## src/rtl/modexp_pkg.sv

```systemverilog
// Shared types and constants for the modular exponentiation core.
package modexp_pkg;

  localparam int unsigned StateWidth = 3;

  typedef enum logic [StateWidth-1:0] {
    StIdle,
    StReduce,
    StCheck,
    StMul,
    StSqr,
    StDone
  } state_e;

  // Value of the error output when the supplied modulus is zero.
  localparam logic ErrModZero = 1'b1;

endpackage

```

## src/rtl/mod_mul_serial.sv

```systemverilog
// Serial MSB-first interleaved modular multiplier: p = a*b mod n in WordSize cycles.
module mod_mul_serial
  import modexp_pkg::*;
#(
  parameter int unsigned WordSize = 32
) (
  input  logic                clk,
  input  logic                reset,
  input  logic                start,
  input  logic [WordSize-1:0] a,
  input  logic [WordSize-1:0] b,
  input  logic [WordSize-1:0] n,
  output logic                done,
  output logic [WordSize-1:0] p
);

  localparam int unsigned CntWidth = $clog2(WordSize + 1);

  logic [WordSize-1:0] a_q, a_d, b_q, b_d, n_q, n_d, p_q, p_d;
  logic [CntWidth-1:0] cnt_q, cnt_d;
  logic                run_q, run_d, done_q, done_d;

  // acc < n and bv < n keep 2*acc + bv below 3n, so two subtractions suffice.
  function automatic logic [WordSize-1:0] step(input logic [WordSize-1:0] acc,
                                               input logic                sel,
                                               input logic [WordSize-1:0] bv,
                                               input logic [WordSize-1:0] nv);
    logic [WordSize+1:0] t;
    t = {1'b0, acc, 1'b0} + (sel ? {2'b00, bv} : '0);
    if (t >= {2'b00, nv}) t = t - {2'b00, nv};
    if (t >= {2'b00, nv}) t = t - {2'b00, nv};
    return t[WordSize-1:0];
  endfunction

  // The first bit is processed on the start edge itself so a multiply spans exactly W edges.
  always_comb begin
    a_d    = a_q;
    b_d    = b_q;
    n_d    = n_q;
    p_d    = p_q;
    cnt_d  = cnt_q;
    run_d  = run_q;
    done_d = 1'b0;
    if (start) begin
      a_d    = a << 1;
      b_d    = b;
      n_d    = n;
      p_d    = step('0, a[WordSize-1], b, n);
      cnt_d  = CntWidth'(1);
      run_d  = (WordSize > 1);
      done_d = (WordSize == 1);
    end else if (run_q) begin
      a_d   = a_q << 1;
      p_d   = step(p_q, a_q[WordSize-1], b_q, n_q);
      cnt_d = cnt_q + CntWidth'(1);
      if (cnt_q == CntWidth'(WordSize - 1)) begin
        run_d  = 1'b0;
        done_d = 1'b1;
      end
    end
  end

  always_ff @(posedge clk or negedge reset) begin
    if (!reset) begin
      a_q    <= '0;
      b_q    <= '0;
      n_q    <= '0;
      p_q    <= '0;
      cnt_q  <= '0;
      run_q  <= 1'b0;
      done_q <= 1'b0;
    end else begin
      a_q    <= a_d;
      b_q    <= b_d;
      n_q    <= n_d;
      p_q    <= p_d;
      cnt_q  <= cnt_d;
      run_q  <= run_d;
      done_q <= done_d;
    end
  end

  assign done = done_q;
  assign p    = p_q;

endmodule

```

## src/rtl/modexp_core.sv

```systemverilog
// Right-to-left square-and-multiply modular exponentiation with valid/ready handshakes.
module modexp_core
  import modexp_pkg::*;
#(
  parameter int unsigned WordSize = 32,
  parameter int unsigned ExpSize  = WordSize
) (
  input  logic                clk,
  input  logic                reset,
  input  logic                in_valid,
  output logic                in_ready,
  input  logic [WordSize-1:0] in_base,
  input  logic [ExpSize-1:0]  in_exp,
  input  logic [WordSize-1:0] in_mod,
  output logic                out_valid,
  input  logic                out_ready,
  output logic [WordSize-1:0] result,
  output logic                error,
  output logic                busy
);

  state_e              state_q, state_d;
  logic [WordSize-1:0] b_q, b_d, r_q, r_d, n_q, n_d;
  logic [ExpSize-1:0]  e_q, e_d;
  logic                err_q, err_d;

  logic                mul_start, mul_done;
  logic [WordSize-1:0] mul_a, mul_b, mul_n, mul_p;

  mod_mul_serial #(
    .WordSize(WordSize)
  ) u_mul (
    .clk  (clk),
    .reset(reset),
    .start(mul_start),
    .a    (mul_a),
    .b    (mul_b),
    .n    (mul_n),
    .done (mul_done),
    .p    (mul_p)
  );

  // A multiply is launched on the same edge the FSM enters REDUCE, MUL or SQR.
  always_comb begin
    state_d   = state_q;
    b_d       = b_q;
    r_d       = r_q;
    n_d       = n_q;
    e_d       = e_q;
    err_d     = err_q;
    mul_start = 1'b0;
    mul_a     = b_q;
    mul_b     = b_q;
    mul_n     = n_q;
    unique case (state_q)
      StIdle: begin
        if (in_valid) begin
          n_d   = in_mod;
          e_d   = in_exp;
          err_d = 1'b0;
          if (in_mod == '0) begin
            err_d   = ErrModZero;
            r_d     = '0;
            state_d = StDone;
          end else if (in_mod == WordSize'(1)) begin
            r_d     = '0;
            state_d = StDone;
          end else begin
            r_d       = WordSize'(1);
            mul_start = 1'b1;
            mul_a     = in_base;
            mul_b     = WordSize'(1);
            mul_n     = in_mod;
            state_d   = StReduce;
          end
        end
      end
      StReduce: begin
        if (mul_done) begin
          b_d     = mul_p;
          state_d = StCheck;
        end
      end
      StCheck: begin
        if (e_q == '0) begin
          state_d = StDone;
        end else if (e_q[0]) begin
          mul_start = 1'b1;
          mul_a     = r_q;
          state_d   = StMul;
        end else begin
          mul_start = 1'b1;
          state_d   = StSqr;
        end
      end
      StMul: begin
        if (mul_done) begin
          r_d = mul_p;
          // Skip the final squaring when no exponent bits remain.
          if ((e_q >> 1) != '0) begin
            mul_start = 1'b1;
            state_d   = StSqr;
          end else begin
            e_d     = e_q >> 1;
            state_d = StCheck;
          end
        end
      end
      StSqr: begin
        if (mul_done) begin
          b_d     = mul_p;
          e_d     = e_q >> 1;
          state_d = StCheck;
        end
      end
      StDone: begin
        if (out_ready) state_d = StIdle;
      end
      default: state_d = StIdle;
    endcase
  end

  always_ff @(posedge clk or negedge reset) begin
    if (!reset) begin
      state_q <= StIdle;
      b_q     <= '0;
      r_q     <= '0;
      n_q     <= '0;
      e_q     <= '0;
      err_q   <= 1'b0;
    end else begin
      state_q <= state_d;
      b_q     <= b_d;
      r_q     <= r_d;
      n_q     <= n_d;
      e_q     <= e_d;
      err_q   <= err_d;
    end
  end

  assign in_ready  = (state_q == StIdle);
  assign busy      = (state_q != StIdle);
  assign out_valid = (state_q == StDone);
  assign result    = out_valid ? r_q : '0;
  assign error     = out_valid & err_q;

endmodule
```

## config.mk

```make
export PLATFORM = sky130hd
export DESIGN_NAME = modexp_core
export DESIGN_NICKNAME = d
export VERILOG_FILES = /design/src/rtl/modexp_pkg.sv /design/src/rtl/mod_mul_serial.sv /design/src/rtl/modexp_core.sv
export SDC_FILE = /design/constraint.sdc
export NUM_CORES = 1
export LEC_CHECK = 0
export ABC_AREA = 1
export ABC_CLOCK_PERIOD_IN_PS = 17500
export CAP_MARGIN = 20
export CORE_MARGIN = 2
export CORE_UTILIZATION = 50
export DETAILED_ROUTE_END_ITERATION = 8
export GPL_ROUTABILITY_DRIVEN = 0
export PLACE_DENSITY = 0.78
export SETUP_SLACK_MARGIN = 0.05
export SYNTH_ARGS = -nofsm -noshare
export SYNTH_HDL_FRONTEND = slang
export SYNTH_SLANG_ARGS = --single-unit
export TNS_END_PERCENT = 50
```

## constraint.sdc

```tcl
create_clock -name clk -period 17.5 [get_ports clk]
set_input_delay 3.5 -clock clk [delete_from_list [all_inputs] [get_ports clk]]
set_output_delay 3.5 -clock clk [all_outputs]
set_load 0.02 [all_outputs]
```

==> impl_metrics.env <==
export IMPL_status="finished clean"
export IMPL_r2r_start="state_q[2]"
export IMPL_h_tree_depth=1
export IMPL_critPathKind="input port to flip-flop"
export IMPL_hold_path_startpoint="n_q[14]"
export IMPL_layout_setup_ws_ns=5.90
export IMPL_grt_pass1_vias=22900
export IMPL_fill_cells=4444
export IMPL_wl_met1_um=33500
export IMPL_die_x_um=221
export IMPL_ant_nets=0
export IMPL_multi_input_area_um2=14400
export IMPL_crit_path_top_delay_cell="o21ai_2"
export IMPL_wl_um=83500
export IMPL_yosys_area_share_xor_xnor_pct=4.67
export IMPL_wl_per_cell_um=19.6
export IMPL_required_ns=17.97
export IMPL_cts_tree="built"
export IMPL_met3WireLength_um=10200
export IMPL_cp_depth=38
export IMPL_worst_pin_slew_ns=1.02
export IMPL_fin_area_um2=26200
export IMPL_synth_warnings=0
export IMPL_ys_seq_area_share_pct=28.5
export IMPL_critPathArrivalTime_ns=12.06
export IMPL_synth_compound_area_share_pct=19.7
export IMPL_synth_area_per_cell_um2=6.59
export IMPL_cp_common_cell="nand2_1"
export IMPL_antenna_found_initial=3
export IMPL_max_freq_mhz=86.2
export IMPL_post_cts_buffers=0
export IMPL_min_period_over_period_pct=66.3
export IMPL_netlist_area_um2=23400
export IMPL_cts_resized=0
export IMPL_worst_hold_path_endpoint="n_q[14]"
export IMPL_placementRows=79
export IMPL_tns_ns=0
export IMPL_path_buf_inv=10
export IMPL_drive_above_1_share_pct=4.03
export IMPL_synth_flop_cell="dfrtp_1"
export IMPL_synth_cells=3558
export IMPL_cts_buffer_depth=3
export IMPL_dr_max_layer_used="met4"
export IMPL_initial_core_util_pct=50.4
export IMPL_cp_end_kind="flip-flop"
export IMPL_skew_ns=0.0268
export IMPL_synth_top_family_by_area="simple AND/OR/NAND/NOR gates"
export IMPL_ys_ff_latch=267
export IMPL_rrSetupSlack_ns=8.74
export IMPL_nets=3887
export IMPL_max_slew_margin_pct=32.1
export IMPL_muxShareOfSynthArea_pct=0.0908
export IMPL_grt_ovfl_total=0
export IMPL_min_path_cells=2
export IMPL_drc=0
export IMPL_via_per_inst=5.89
export IMPL_drt_iter0_drc=3538
export IMPL_finalSetupViolations=0
export IMPL_die_area_um2=48600
export IMPL_numCtsBuffers=28
export IMPL_worst_path_largest_cell_delay_ns=0.59
export IMPL_critical_path_top_delay_family="buffers and inverters"
export IMPL_syn_num_nets=3823
export IMPL_ff_latch_area_um2=6680
export IMPL_place_ws_ns=5.05
export IMPL_io_buffers=135
export IMPL_dp_cells=4196
export IMPL_grt_max_degree=157
export IMPL_fin_cells=4251
export IMPL_crit_fanout=75
export IMPL_synth_edf_count=0
export IMPL_rsz0062_at_grt="no"
export IMPL_synth_fa_ha_area_share_pct=8.97
export IMPL_setup_worst_path_start_class="input port"
export IMPL_rr_endpoint="u_mul.p[10]"
export IMPL_die_h_um=221
export IMPL_clock_latency_ns=0.60
export IMPL_grtUsageTotal_pct=34.1
export IMPL_path_clk_slew_ns=0.06
export IMPL_via_count=25000
export IMPL_core_area_um2=46500
export IMPL_min_path_type="flip-flop to flip-flop"
export IMPL_min_period_ns=11.60
export IMPL_synthSimpleGateAreaFrac_pct=27.9
export IMPL_rr_worst_depth=38
export IMPL_final_max_slew_viol_count=0
export IMPL_hold_violations=0
export IMPL_placed_area_um2=25200
export IMPL_antenna_cells=0
export IMPL_boundaryPins=136
export IMPL_synth_cell_types=61
export IMPL_detailed_place_hpwl_um=65500
export IMPL_grt_first_pass_wirelength_um=128000
export IMPL_ys_async_sr_fraction_pct=100
export IMPL_cap_viol_max_count=0
export IMPL_cts_sinks=267
export IMPL_dr_wl_met2_um=34900
export IMPL_dr_pass1_iters=6
export IMPL_area_growth_pct=11.8
export IMPL_cts_root_buf="clkbuf_16"
export IMPL_hold_buffers=0
## kinds of logic (layout without fill, tap and decap cells)
| logic type | after synthesis | in the layout |
|---|---|---|
| flip-flops | 267 | 267 |
| XOR/XNOR | 125 | 125 |
| buffers and inverters | 607 | 693 |
| AND/OR/NAND/NOR | 1597 | 1597 |
| multiplexers | 2 | 2 |
| adder cells (fa/ha/maj) | 165 | 165 |
| AO/OA/AOI/OAI | 795 | 795 |
## placed cells by master, fill, tap and decap left out, types with 4 or more instances in the layout
cell type        Yosys  routed
nor2_2               3       4
fa_1                 5       5
nor3_1              51      51
a221oi_1            23      23
a21oi_2             11      12
a31oi_1             48      48
o211ai_1            26      26
dfrtp_1            267     267
inv_2               15      13
clkbuf_8             0       7
nand2_1            948     946
a22oi_1             13      13
inv_1              471     471
clkbuf_16            0      28
o21bai_1            19      19
nor2_4               2       4
o221ai_1            13      13
nor2_1             360     357
nor3_2               7       7
nand4_1             22      22
o21ai_1             22      22
buf_4                5      15
o21a_1              10      10
nor4_1              19      19
o31ai_1             22      22
a21oi_1            212     211
nand3_1            153     153
o21ai_0            319     319
a211oi_1             5       5
nand2_2             14      16
or2_2                5       5
clkdlybuf4s50_1      0     134
a21boi_0            11      11
ha_1               160     160
xor2_1              69      69
clkinv_2             0       8
a21o_1              22      22
xnor2_1             56      56
## per-stage QoR
| stage | utilization (%) | hold slack (ns) |
|---|---|---|
| floorplan | - | 0.442 |
| global placement | 54.2 | 0.458 |
| detailed placement | 54.2 | 0.470 |
| CTS | 56.3 | 0.486 |
| global route | 56.4 | 0.514 |
| finish | 56.4 | 0.488 |
## flip-flops by register name (all words and copies together) (netlist names)
signal,cells
u_mul.n_q,32
u_mul.run_q,1
u_mul.p,32
u_mul.a_q,31
state_q,3
err_q,1
u_mul.done,1
e_q,32
u_mul.cnt_q,6
n_q,32
u_mul.b_q,32
b_q,32
r_q,32
## worst max-delay path by stage
stage                     from          end  slack, ns
floorplan           in_mod[20]  u_mul.p[17]       8.57
global placement    in_mod[20]  u_mul.p[13]       5.15
detailed placement  in_mod[20]  u_mul.p[10]       5.05
CTS                 in_mod[20]  u_mul.p[10]       5.59
global route        in_mod[21]  u_mul.p[13]       5.32
finish              in_mod[20]  u_mul.p[10]       5.90
## cells in the mapped netlist, types with 7 or more instances
cell	count	area, µm²
nand2_1	948	3560
inv_1	471	1770
nor2_1	360	1350
o21ai_0	319	1600
dfrtp_1	267	6680
a21oi_1	212	1060
ha_1	160	2000
nand3_1	153	766
xor2_1	69	604
clkbuf_1	66	248
xnor2_1	56	490
nor3_1	51	255
a31oi_1	48	300
buf_2	39	195
o211ai_1	26	195
a221oi_1	23	201
a21o_1	22	165
nand4_1	22	138
o21ai_1	22	110
o31ai_1	22	165
nor4_1	19	119
o21bai_1	19	143
inv_2	15	56.3
nand2_2	14	87.6
a22oi_1	13	97.6
o221ai_1	13	114
a21boi_0	11	82.6
a21oi_2	11	96.3
o21a_1	10	75.1
nor3_2	7	70.1
## area by class of cell
class / instances / share of cell area, %
Clock buffer: 38 / 3.08
Multi-Input combinational cell: 2684 / 55.0
Timing Repair Buffer: 154 / 5.89
Sequential cell: 267 / 25.5
Tap cell: 607 / 2.90
Clock inverter: 14 / 0.697
Inverter: 487 / 6.99
## worst min-delay path: stages, from the launching register on
cell and delay (ns):
dfrtp_1 0.34, nand2_1 0.05, o21ai_0 0.06
## per-layer routing
layer / vias up / global-route usage [%]
met4: 0 / 16.6
met5: - / 0
met3: 297 / 8.23
li1: 11800 / -
met2: 1494 / 50.8
met1: 11400 / 46.3
Power is not shown: default switching activity piles up to over one toggle a cycle in this logic, so the estimate is an artifact.
